$ cat config.mk
export PLATFORM = sky130hd
export DESIGN_NAME = proc_control_fsm
export DESIGN_NICKNAME = d
export VERILOG_FILES = /design/src/rtl/proc_control_fsm.sv
export SDC_FILE = /design/constraint.sdc
export NUM_CORES = 1
export LEC_CHECK = 0
export BUFFER_PORTS_ARGS = -buffer_cell sky130_fd_sc_hd__buf_2
export CAP_MARGIN = 5
export CORE_UTILIZATION = 49
export DETAILED_ROUTE_END_ITERATION = 12
export GPL_ROUTABILITY_DRIVEN = 0
export GPL_TIMING_DRIVEN = 0
export PLACE_DENSITY = 0.83
export SYNTH_ARGS = -nofsm -noshare
export SYNTH_HDL_FRONTEND = slang
export SYNTH_SLANG_ARGS = --single-unit
$ cat constraint.sdc
create_clock -name Clock -period 5.4 [get_ports Clock]
set_input_delay 1.62 -clock Clock [delete_from_list [all_inputs] [get_ports Clock]]
set_output_delay 1.62 -clock Clock [all_outputs]
set_load 0.1 [all_outputs]
$ cat src/rtl/proc_control_fsm.sv
// Control FSM for the simple processor datapath (R0..R7, A, G, add/sub ALU, bus mux).
// Fetches a 9-bit IIIXXXYYY instruction in T0 and sequences it over T1..T3,
// driving one-hot register selects and the bus/ALU strobes from state + IR.
module proc_control_fsm #(
  parameter int DIN_W = 9
) (
  input  logic             Clock,
  input  logic             Resetn,
  input  logic             Run,
  input  logic [DIN_W-1:0] DIN,
  output logic [0:7]       Rin,
  output logic [0:7]       Rout,
  output logic             Ain,
  output logic             Gin,
  output logic             Gout,
  output logic             DINout,
  output logic             IRin,
  output logic             AddSub,
  output logic             Done
);

  localparam logic [1:0] T0 = 2'd0;
  localparam logic [1:0] T1 = 2'd1;
  localparam logic [1:0] T2 = 2'd2;
  localparam logic [1:0] T3 = 2'd3;

  localparam logic [2:0] OP_MV  = 3'b000;
  localparam logic [2:0] OP_MVI = 3'b001;
  localparam logic [2:0] OP_ADD = 3'b010;
  localparam logic [2:0] OP_SUB = 3'b011;

  logic [1:0]       state, state_nxt;
  logic [DIN_W-1:0] ir;
  logic [2:0]       op, rx, ry;

  assign op = ir[8:6];
  assign rx = ir[5:3];
  assign ry = ir[2:0];

  // State register and instruction latch; IR only loads on a T0 fetch with Run.
  always_ff @(posedge Clock or negedge Resetn) begin
    if (!Resetn) begin
      state <= T0;
      ir    <= '0;
    end else begin
      state <= state_nxt;
      if (IRin) ir <= DIN;
    end
  end

  // Next-state and output decode; reset forces every strobe low regardless of state.
  always_comb begin
    state_nxt = T0;
    Rin       = '0;
    Rout      = '0;
    Ain       = 1'b0;
    Gin       = 1'b0;
    Gout      = 1'b0;
    DINout    = 1'b0;
    IRin      = 1'b0;
    AddSub    = 1'b0;
    Done      = 1'b0;
    case (state)
      T0: begin
        IRin      = Run;
        state_nxt = Run ? T1 : T0;
      end
      T1: begin
        case (op)
          OP_MV: begin
            Rout[ry] = 1'b1;
            Rin[rx]  = 1'b1;
            Done     = 1'b1;
          end
          OP_MVI: begin
            DINout  = 1'b1;
            Rin[rx] = 1'b1;
            Done    = 1'b1;
          end
          OP_ADD, OP_SUB: begin
            Rout[rx]  = 1'b1;
            Ain       = 1'b1;
            state_nxt = T2;
          end
          // Reserved opcodes retire as a NOP without touching any register.
          default: Done = 1'b1;
        endcase
      end
      T2: begin
        Rout[ry]  = 1'b1;
        Gin       = 1'b1;
        AddSub    = (op == OP_SUB);
        state_nxt = T3;
      end
      T3: begin
        Gout    = 1'b1;
        Rin[rx] = 1'b1;
        Done    = 1'b1;
      end
      default: state_nxt = T0;
    endcase
    if (!Resetn) begin
      state_nxt = T0;
      Rin       = '0;
      Rout      = '0;
      Ain       = 1'b0;
      Gin       = 1'b0;
      Gout      = 1'b0;
      DINout    = 1'b0;
      IRin      = 1'b0;
      AddSub    = 1'b0;
      Done      = 1'b0;
    end
  end

endmodule
==> results.cfg <==
[cts]
post-cts-setup-buffers = 0
cts_hold_buf = 0
clk_latency_ns = 0.26
cts-root-buf = clkbuf_4
path_clk_slew_ns = 0.06
cts_buffers = 3
post_cts_resized = 0
numClockSinks = 11
clockBufferDepth = 2
cts_tree = done
htreeDepth = 1

[worst_setup_path]
path_buf_inv = 2
r2r_cells = 4
cp_top_family = buffers and inverters
r2r-end = ir[4]
crit_arrival_ns = 3.06
critical_path_required_ns = 3.78
r2r-start = state[1]
crit_top_cell = buf_2
critPathMaxFanout = 16
cp-end-kind = primary output
crit_cells = 5
worstSetupPathType = in2out
crit_start = Resetn
r2r_slack_ns = 3.96
worstSetupEndpoint = Rout[7]
cp_slowest_stage_delay_ns = 0.45
critPathSlowestCell = buf_2
cp_cell_sequence = buf_2, and2_2, nand4_1, o22ai_1, buf_2
start_kind = input port

[timing]
worst_clock_skew_ns = 0.003623
hold_violations = 0
fin_crit_sh = 0.8673
rsz0062_at_grt = no
hold_slack_ns = 0.5705
worst_pin_slew_ns = 0.4731
finalCriticalPeriod_ns = 4.684
clock.fmax_ghz = 0.2135
drv_slew = 0
finalSetupViolations = 0
maxSlewHeadroom = 0.6812

[global_route]
grt_pass1_wl_microns = 2794
grt_use_met2 = 0.3500
grt_max_degree = 17
grt_remaining_overflow = 0
gr-usage-met3 = 0.03017
grtUsageTotal = 0.2108
grt_busiest_layer = met2
grt_use_met1 = 0.2458
antenna_found_initial = 0
grt_pass1_vias = 704

[logic_synthesis]
syn-num-nets = 95
synth_area_leader_cell = dfrtp_1
synth_top_family_by_area = simple AND/OR/NAND/NOR gates
synth_edf_count = 0
async_flop_share = 1.000
yosysWarnings = 0
synthMuxAreaShare = 0.1294
synth_cells = 79
ys_seq_elements = 11
syn_area_sq_um = 783.3
synth_cell_types = 31
ys.flop_type = dfrtp_1
synth-compound-area-share = 0.1214
ys_seq_area_frac = 0.3514
yosys.area.top_type_share = 0.3514
synthTopCellsByArea = dfrtp_1, mux2_2, ha_1
avgSynthCellArea_sq_um = 9.915
synth_xor_area_frac = 0
yosysMostFrequentCell = dfrtp_1
synthAdderAreaFrac = 0.06390
ys_top_cells_by_count = dfrtp_1, mux2_2, nor2_1
synthSimpleGateAreaFrac = 0.3067

[worst_hold_path]
hold_class = reg2reg

[finish]
finalInstanceArea_sq_um = 1030
syn_to_final_growth_pct = 31.47
fin_util = 0.6836
n_antenna_cell = 0
nNetsFinal = 134
drive_above_1_share = 0.4957

[drt]
drtIter0Drc = 12
drt_pass1_iterations = 4
drc = 0
wire_per_inst_microns = 13.69
vias = 755
antenna_left = 0
via_per_inst = 5.677
routed_wl_microns = 1821

[place]
placed_area_sq_um = 1003
io_buffers = 34
hpwl_microns = 1444

[status]
status = finished clean

[job]
cap_viol_max_count = 0

[die]
core_area_sq_um = 1506
die_area_sq_um = 1762
floorplan.initialDensity = 0.5199
die_h_microns = 41.98
pin_count = 35
num_rows = 14
die_width_microns = 41.98

[power]
vdd_drop_max_mv = 0.1733
total_power_mw = 0.2775
p_leak_nw = 0.4935
power.density_nw_per_um2 = 269.5
per-stage QoR:
| step | std cells | setup slack [ns] | TNS (ns) |
|---|---|---|---|
| 2_1_floorplan | 79 | -0.1948 | -0.7312 |
| 3_3_place_gp | 129 | 0.7772 | 0 |
| 3_5_place_dp | 129 | 0.7416 | 0 |
| 4_1_cts | 133 | 0.7415 | 0 |
| 5_1_grt | 133 | 0.6247 | 0 |
| 6_report | 133 | 0.7164 | 0 |
layer usage:
layer / part of all wire / routed length, microns
met3: 0.052 / 94
met1: 0.44 / 796
met4: 0.023 / 42
met2: 0.49 / 888
met5: 0 / 0
flip-flops by register name, indices dropped and copies added, names as in the netlist:
| name | cells |
|---|---|
| ir | 9 |
| state | 2 |
layout by cell type, fill, tap and decap left out, types with 3 or more instances in the layout:
cell	netlist	layout
dfrtp_1	11	11
mux2_2	9	9
inv_1	3	3
o22ai_1	4	4
ha_1	4	4
o32ai_2	0	4
nor2_1	6	6
buf_2	0	34
nand4b_1	3	3
nor3_1	4	4
and2_1	4	4
nand2b_1	3	3
clkbuf_4	0	3
logic make-up (layout without fill, tap and decap cells):
kind of cell	count (synthesis)	after routing
buffers and inverters	5	43
AND/OR/NAND/NOR	36	36
multiplexers	9	9
adder cells (fa/ha/maj)	4	4
flip-flops	11	11
AO/OA/AOI/OAI	14	14
how the worst min path moves through the flow:
stage	start	endpoint	slack, ns	cells past startpoint
after floorplan	ir[5]	ir[5]	0.52	1
after global placement	ir[5]	ir[5]	0.55	1
after detailed placement	ir[5]	ir[5]	0.56	1
after CTS	ir[5]	ir[5]	0.57	1
after global routing	ir[5]	ir[5]	0.61	1
final	ir[5]	ir[5]	0.57	1
layout make-up:
| class | instances | area, sq um |
|---|---|---|
| multi-input combinational | 63 | 516.7 |
| fill | 136 | 476.7 |
| sequential | 11 | 275.3 |
| timing repair buffer | 34 | 170.2 |
| clock buffer | 4 | 26.28 |
| tap | 16 | 20.02 |
| inverter | 3 | 11.26 |
| buffer | 2 | 10.01 |
where the power goes:
group	total [mW]	switching, mW	internal [mW]
Sequential	0.124	0.0242	0.0994
Combinational	0.101	0.0620	0.0388
Clock	0.0531	0.0245	0.0285
Power figures use the tool's default switching activity.
